### config.mk
export PLATFORM = sky130hd
export DESIGN_NAME = sprite_command_encoder
export DESIGN_NICKNAME = d
export VERILOG_FILES = /design/src/rtl/gpu_cmd_pkg.sv /design/src/rtl/sprite_command_encoder_cmd_fifo.sv /design/src/rtl/sprite_command_encoder.sv
export SDC_FILE = /design/constraint.sdc
export NUM_CORES = 1
export LEC_CHECK = 0
export CORE_UTILIZATION = 55
export CTS_BUF_LIST = sky130_fd_sc_hd__clkbuf_16
export DETAILED_ROUTE_END_ITERATION = 12
export PLACE_DENSITY = 0.85
export RECOVER_POWER = 25
export SETUP_SLACK_MARGIN = 0.05
export SYNTH_ARGS = -nofsm -noshare
export SYNTH_HDL_FRONTEND = slang
export SYNTH_SLANG_ARGS = --single-unit
### constraint.sdc
create_clock -name Clk -period 7.2 [get_ports Clk]
set_clock_uncertainty 0.15 [all_clocks]
set_input_delay 1.44 -clock Clk [delete_from_list [all_inputs] [get_ports Clk]]
set_output_delay 1.44 -clock Clk [all_outputs]
set_load 0.05 [all_outputs]
### src/rtl/gpu_cmd_pkg.sv
// Shared sprite command word definitions: field widths and positions, idle word,
// opcode set, FIFO entry layout and the encoder sequencer states.
package gpu_cmd_pkg;

    localparam int CMD_OP_W   = 4;
    localparam int CMD_IDX_W  = 8;
    localparam int CMD_DATA_W = 23;
    localparam int CMD_WORD_W = 35;

    localparam int CMD_OP_MSB   = 34;
    localparam int CMD_OP_LSB   = 31;
    localparam int CMD_IDX_MSB  = 30;
    localparam int CMD_IDX_LSB  = 23;
    localparam int CMD_DATA_MSB = 22;
    localparam int CMD_DATA_LSB = 0;

    localparam logic [CMD_WORD_W-1:0] CMD_IDLE = '0;

    typedef enum logic [CMD_OP_W-1:0] {
        OP_NOP      = 4'd0,
        OP_SET_POS  = 4'd1,
        OP_SET_TILE = 4'd2,
        OP_SET_ATTR = 4'd3,
        OP_SET_PAL  = 4'd4,
        OP_ENABLE   = 4'd5,
        OP_DISABLE  = 4'd6,
        OP_SET_PRIO = 4'd7
    } sprite_op_e;

    typedef struct packed {
        logic [CMD_OP_W-1:0]   op;
        logic [CMD_IDX_W-1:0]  idx;
        logic [CMD_IDX_W-1:0]  last;
        logic                  bcast;
        logic [CMD_DATA_W-1:0] payload;
    } fifo_entry_t;

    localparam int FIFO_ENTRY_W = $bits(fifo_entry_t);

    typedef enum logic {
        ST_IDLE  = 1'b0,
        ST_BCAST = 1'b1
    } enc_state_t;

    function automatic logic [CMD_WORD_W-1:0] cmd_pack(
        input logic [CMD_OP_W-1:0]   op,
        input logic [CMD_IDX_W-1:0]  idx,
        input logic [CMD_DATA_W-1:0] data
    );
        logic [CMD_WORD_W-1:0] word;
        word = CMD_IDLE;
        word[CMD_OP_MSB:CMD_OP_LSB]     = op;
        word[CMD_IDX_MSB:CMD_IDX_LSB]   = idx;
        word[CMD_DATA_MSB:CMD_DATA_LSB] = data;
        return word;
    endfunction

endpackage

### src/rtl/sprite_command_encoder_cmd_fifo.sv
// cmd_fifo: synchronous FIFO with push/pop/full/empty/count. The head is read
// combinationally so the sequencer can pop and issue on the same edge.
module cmd_fifo #(
    parameter int WIDTH = 44,
    parameter int DEPTH = 4,
    parameter int PTR_W = 2
) (
    input  logic             i_clk,
    input  logic             i_rst,
    input  logic             i_push,
    input  logic [WIDTH-1:0] i_data,
    input  logic             i_pop,
    output logic [WIDTH-1:0] o_data,
    output logic             o_full,
    output logic             o_empty,
    output logic [PTR_W:0]   o_count
);

    logic [WIDTH-1:0] r_mem [DEPTH];
    logic [PTR_W-1:0] r_wr_ptr;
    logic [PTR_W-1:0] r_rd_ptr;
    logic [PTR_W:0]   r_count;
    logic             w_push;
    logic             w_pop;

    assign o_full  = (r_count == (PTR_W+1)'(DEPTH));
    assign o_empty = (r_count == '0);
    assign o_count = r_count;
    assign o_data  = r_mem[r_rd_ptr];
    assign w_push  = i_push & ~o_full;
    assign w_pop   = i_pop & ~o_empty;

    // Storage is not reset; occupancy is tracked solely by the pointers.
    always_ff @(posedge i_clk) begin
        if (w_push) begin
            r_mem[r_wr_ptr] <= i_data;
        end
    end

    always_ff @(posedge i_clk or posedge i_rst) begin
        if (i_rst) begin
            r_wr_ptr <= '0;
            r_rd_ptr <= '0;
            r_count  <= '0;
        end else begin
            if (w_push) begin
                r_wr_ptr <= r_wr_ptr + 1'b1;
            end
            if (w_pop) begin
                r_rd_ptr <= r_rd_ptr + 1'b1;
            end
            case ({w_push, w_pop})
                2'b10:   r_count <= r_count + 1'b1;
                2'b01:   r_count <= r_count - 1'b1;
                default: r_count <= r_count;
            endcase
        end
    end

endmodule

### src/rtl/sprite_command_encoder.sv
// Sprite command encoder: buffers CPU requests and issues 35-bit command words,
// expanding broadcasts over an index range. Optional macro ENCODER_ISSUE_COUNT_EN adds IssueCount.
module sprite_command_encoder
    import gpu_cmd_pkg::*;
#(
    parameter int FIFO_DEPTH = 4,
    parameter int PTR_W      = 2
) (
    input  logic                  Clk,
    input  logic                  Reset,
    input  logic [CMD_OP_W-1:0]   CmdOpcode,
    input  logic [CMD_IDX_W-1:0]  CmdIndex,
    input  logic [CMD_IDX_W-1:0]  CmdLast,
    input  logic                  CmdBcast,
    input  logic [CMD_DATA_W-1:0] CmdPayload,
    input  logic                  CmdValid,
    output logic                  CmdReady,
    input  logic                  Stall,
    output logic [CMD_WORD_W-1:0] DataOut,
`ifdef ENCODER_ISSUE_COUNT_EN
    output logic [15:0]           IssueCount,
`endif
    output logic                  Busy
);

    enc_state_t            r_state;
    enc_state_t            w_state_next;
    logic [CMD_OP_W-1:0]   r_cur_op;
    logic [CMD_OP_W-1:0]   w_cur_op_next;
    logic [CMD_IDX_W-1:0]  r_cur_idx;
    logic [CMD_IDX_W-1:0]  w_cur_idx_next;
    logic [CMD_IDX_W-1:0]  r_end_idx;
    logic [CMD_IDX_W-1:0]  w_end_idx_next;
    logic [CMD_DATA_W-1:0] r_payload;
    logic [CMD_DATA_W-1:0] w_payload_next;
    logic [CMD_WORD_W-1:0] r_data_out;
    logic [CMD_WORD_W-1:0] w_data_next;

    fifo_entry_t           w_fifo_in;
    fifo_entry_t           w_head;
    logic                  w_push;
    logic                  w_pop;
    logic                  w_fifo_full;
    logic                  w_fifo_empty;
    logic [PTR_W:0]        w_fifo_count;

    // No-op requests are handshaken away here and never reach the FIFO.
    assign w_push    = CmdValid & ~w_fifo_full & (CmdOpcode != '0);
    assign w_fifo_in = '{op: CmdOpcode, idx: CmdIndex, last: CmdLast,
                         bcast: CmdBcast, payload: CmdPayload};

    cmd_fifo #(
        .WIDTH (FIFO_ENTRY_W),
        .DEPTH (FIFO_DEPTH),
        .PTR_W (PTR_W)
    ) u_cmd_fifo (
        .i_clk   (Clk),
        .i_rst   (Reset),
        .i_push  (w_push),
        .i_data  (w_fifo_in),
        .i_pop   (w_pop),
        .o_data  (w_head),
        .o_full  (w_fifo_full),
        .o_empty (w_fifo_empty),
        .o_count (w_fifo_count)
    );

    always_comb begin
        w_state_next   = r_state;
        w_cur_op_next  = r_cur_op;
        w_cur_idx_next = r_cur_idx;
        w_end_idx_next = r_end_idx;
        w_payload_next = r_payload;
        w_data_next    = CMD_IDLE;
        w_pop          = 1'b0;
        case (r_state)
            ST_IDLE: begin
                if (!w_fifo_empty && !Stall) begin
                    w_pop          = 1'b1;
                    w_cur_op_next  = w_head.op;
                    w_end_idx_next = w_head.last;
                    w_payload_next = w_head.payload;
                    w_cur_idx_next = w_head.idx;
                    w_data_next    = cmd_pack(w_head.op, w_head.idx, w_head.payload);
                    if (w_head.bcast && (w_head.last > w_head.idx)) begin
                        w_state_next   = ST_BCAST;
                        w_cur_idx_next = w_head.idx + 8'd1;
                    end
                end
            end
            ST_BCAST: begin
                if (!Stall) begin
                    w_data_next = cmd_pack(r_cur_op, r_cur_idx, r_payload);
                    // Stop on the end index itself so a range ending at 255 never wraps.
                    if (r_cur_idx == r_end_idx) begin
                        w_state_next = ST_IDLE;
                    end else begin
                        w_cur_idx_next = r_cur_idx + 8'd1;
                    end
                end
            end
            default: begin
                w_state_next = ST_IDLE;
            end
        endcase
    end

    always_ff @(posedge Clk or posedge Reset) begin
        if (Reset) begin
            r_state    <= ST_IDLE;
            r_cur_op   <= '0;
            r_cur_idx  <= '0;
            r_end_idx  <= '0;
            r_payload  <= '0;
            r_data_out <= CMD_IDLE;
        end else begin
            r_state    <= w_state_next;
            r_cur_op   <= w_cur_op_next;
            r_cur_idx  <= w_cur_idx_next;
            r_end_idx  <= w_end_idx_next;
            r_payload  <= w_payload_next;
            r_data_out <= w_data_next;
        end
    end

`ifdef ENCODER_ISSUE_COUNT_EN
    logic [15:0] r_issue_count;

    always_ff @(posedge Clk or posedge Reset) begin
        if (Reset) begin
            r_issue_count <= '0;
        end else if (w_data_next != CMD_IDLE) begin
            r_issue_count <= r_issue_count + 16'd1;
        end
    end

    assign IssueCount = r_issue_count;
`endif

    assign CmdReady = ~w_fifo_full;
    assign DataOut  = r_data_out;
    assign Busy     = (w_fifo_count != '0) | (r_state != ST_IDLE);

endmodule

==> out/results.tsv <==
stage	metric	value	unit
synth	Synth Flop Type	edfxtp_1	
floorplan	Rows	49	
synth	Yosys reg bits	262	
detailed_routing	Antenna Nets Post-Route	0	
synth	combinational family with the most area after synthesis	multiplexers	
synth	Synth Area in Compound Gates	6.85	%
layout	layout cells sized above 1	13.1	%
cts	CTS Hold Buffers Added	0	
cts	Clock Tree Buf Depth	3	
layout	commonest non-fill, non-tap cell in the layout	edfxtp_1	
setup_path	reg-to-reg endpoint	r_cur_idx[5]$_DFFE_PP0P_	
sta	final setup fails	0	
layout	Final Core Density	66.6	%
layout	Nets	754	
layout	commonest cells after routing, fill and taps aside	176 x edfxtp_1, 84 x dfrtp_1, 57 x a21o_1, 48 x clkdlybuf4s50_1, 45 x nand2_1	
sta	Final Max Tran Viols	0	
detailed_routing	WL/cell	21.5	um
global_routing	vias in the first global route	5976	
run	max cap viols	0	
synth	Post-synth EDFFs	176	
placed_design	DP Area	11400	um2
placed_design	Final Wtd Congestion	0.887	
setup_path	Worst Path Arrival	4310	ps
global_routing	largest net degree at the start of global routing	87	
floorplan	# IOs	85	
sta	max frequency	248	MHz
global_routing	overall routing resource usage	22.0	%
outcome	failing checks	design-rule violations	
layout	Multi-input gate area	2670	um2
power_and_ir_drop	PwrDens	436	nW/um2
layout	Inserted Diodes	0	
setup_path	R2R depth	9	
synth	syn avg cell area	17.2	um2
layout	register area	7440	um2
cts	CTS tree	built	
sta	max_slew headroom	23.8	%
detailed_routing	drt via density	5.96	
cts	clk root buf	clkbuf_16	
hold_path	Cells on Worst Hold Path	1	
global_routing	gr ovfl total	0	
placed_design	I/O Buffers	84	
setup_path	crit end category	register	
cts	htree depth	1	
layout	Finished Layout Cells	938	
synth	Seq/Total Area, Yosys	72.3	%
synth	syn_nets	662	
cts	Clock Sinks	262	
synth	Warnings, synthesis	0	
synth	Cell Area, Synth	10300	um2
sta	period utilisation layout	56.1	%
synth	Synth cell types	47	
power_and_ir_drop	VDD IR max	235	uV
synth	mux contribution to synthesized area	9.97	%
detailed_routing	Via Count	5595	
global_routing	first-pass GRT wire length	32500	um
synth	asr flop ratio synth	32.8	%
sta	Final Hold Fails	0	
sta	min Tclk post-route	4040	ps
hold_path	hold endpoint	DataOut[2]$_DFF_PP0_	
sta	RSZ-0062 raised after global routing	false	
hold_path	Hold Startpoint	r_payload[2]$_DFFE_PP0N_	
setup_path	CP Launch Type	input pin	
global_routing	initial antenna violation count	0	
outcome	outcome	finished, violations left	
setup_path	worst reg2reg setup slack	3310	ps
floorplan	die footprint	19200	um2
synth	Synth Area in Adders	2.02	%
cts	Setup Fix Bufs, Post-CTS	0	
setup_path	CP Max Fanout	51	
synth	Synth Instances	598	
floorplan	Starting Density	56.7	%
setup_path	Worst Setup SP	Stall	
cts	worst skew pair latency	520	ps
sta	Slew @ Worst Pin	1140	ps
floorplan	core area	18100	um2
setup_path	Reg2Reg Launch Point	u_cmd_fifo.r_rd_ptr[0]$_DFFE_PP0P_	
synth	simple-gate share of the synthesized area	5.56	%
power_and_ir_drop	Leakage	4.83	nW
floorplan	Die Y	139	um
detailed_routing	Initial DRC Count	429	
layout	post-route cell area	12100	um2
synth	Post-Synth XOR/XNOR Area	1.45	%
detailed_routing	DRC Markers	4	
layout	Layout area overhead	17.5	%
floorplan	DIE WIDTH	139	um
detailed_routing	DRT Pass-1 Iters	9	
setup_path	Worst EP required	7480	ps
placed_design	Detail Placement HPWL	12100	um
detailed_routing	wirelength, routed	20100	um
layout	Fillers	1214	
setup_path	CP Class	in2reg	
placed_design	Post-Place Cells	892	
cts	Num CTS Buffers	25	
cts	Resize count post-CTS	0	
hold_path	HP Class	reg2reg	
sta	Post-Route Setup TNS	0	ps
cts	clock-pin slew on the worst setup and hold paths	60	ps
## per-layer routing
layer,GRT usage (%),part of all wire [%],vias up
li1,-,-,2460
met1,29.0,41,2928
met2,39.0,52,174
met3,2.83,4.7,33
met4,6.14,1.9,0
met5,0,0,-
## synthesized netlist by cell type (2+ instances only)
cell type,instances,area [um2]
a22o_1,2,17.5
o21ai_0,12,60.1
xor2_1,11,96.3
and3_1,2,12.5
a21o_1,57,428
buf_2,8,40.0
nor2b_1,4,25.0
nand3_1,5,25.0
o2111ai_1,2,17.5
and2_1,31,194
nor3_1,7,35.0
mux4_2,43,968
nand2_1,45,169
edfxtp_1,176,5290
buf_1,2,7.51
a211oi_1,4,30.0
or3_1,2,12.5
nor4_1,4,25.0
mux2i_1,3,30.0
nand2b_1,2,12.5
nor2_1,8,30.0
clkbuf_1,14,52.6
dfrtp_1,86,2150
nand4_1,4,25.0
xnor2_1,6,52.6
a21oi_1,7,35.0
ha_1,15,188
inv_1,17,63.8
## how the worst max path moves through the flow
stage                                     endpoint  slack [ps]  cells after the start
after floorplan               DataOut[0]$_DFF_PP0_        3390                      1
after global placement    r_cur_idx[4]$_DFFE_PP0P_        2880                      7
after detailed placement  r_cur_idx[5]$_DFFE_PP0P_        2680                      8
after CTS                 r_cur_idx[5]$_DFFE_PP0P_        3180                      8
after global routing      r_cur_idx[5]$_DFFE_PP0P_        2950                      8
final                     r_cur_idx[5]$_DFFE_PP0P_        3160                      8
## critical path, cell delays in order
cell and delay, ps:
clkdlybuf4s50_1 500, or3_2 930, clkinv_1 200, buf_4 460
nand2_1 140, nor4_1 340, mux2i_1 140, o2111ai_1 120
## power breakdown
| group | total (mW) | leakage, nW | internal, mW | switching [mW] |
|---|---|---|---|---|
| combinational | 1.76 | 1.76 | 0.743 | 1.02 |
| clock | 1.15 | 0.386 | 0.628 | 0.525 |
| sequential | 2.35 | 2.69 | 2.04 | 0.301 |
| total | 5.26 | 4.83 | 3.42 | 1.85 |
## registers in the layout, indices dropped and copies added (netlist names)
name / count
r_cur_op: 4
DataOut: 35
r_payload: 23
u_cmd_fifo.r_mem: 176
u_cmd_fifo.r_rd_ptr: 2
u_cmd_fifo.r_wr_ptr: 2
r_cur_idx: 8
r_state: 1
r_end_idx: 8
u_cmd_fifo.o_count: 3
## stage by stage
step / hold slack [ps] / power, mW / setup slack, ps
floorplan: 300 / 3.57 / 3390
global placement: 308 / 4.04 / 2880
detailed placement: 314 / 4.13 / 2680
CTS: 325 / 5.30 / 3180
global route: 345 / 5.50 / 2950
finish: 316 / 5.26 / 3160
## logic make-up after synthesis
group | count (synthesis)
AOI/OAI and AO/OA | 97
adders and majority gates | 16
muxes | 47
xor gates and xnor gates | 17
buffers and inverters | 44
and+or+nand+nor | 115
DFF | 262
## layout make-up
type                    instances  area share [%]
clock buffers                  25            5.18
multi-input cells             292            22.1
flip-flops and latches        262            61.6
clock inverters                21           0.746
well taps                     229            2.37
inverters                      18           0.570
repair buffers                 91            7.40
(Power assumes the default switching activity.)
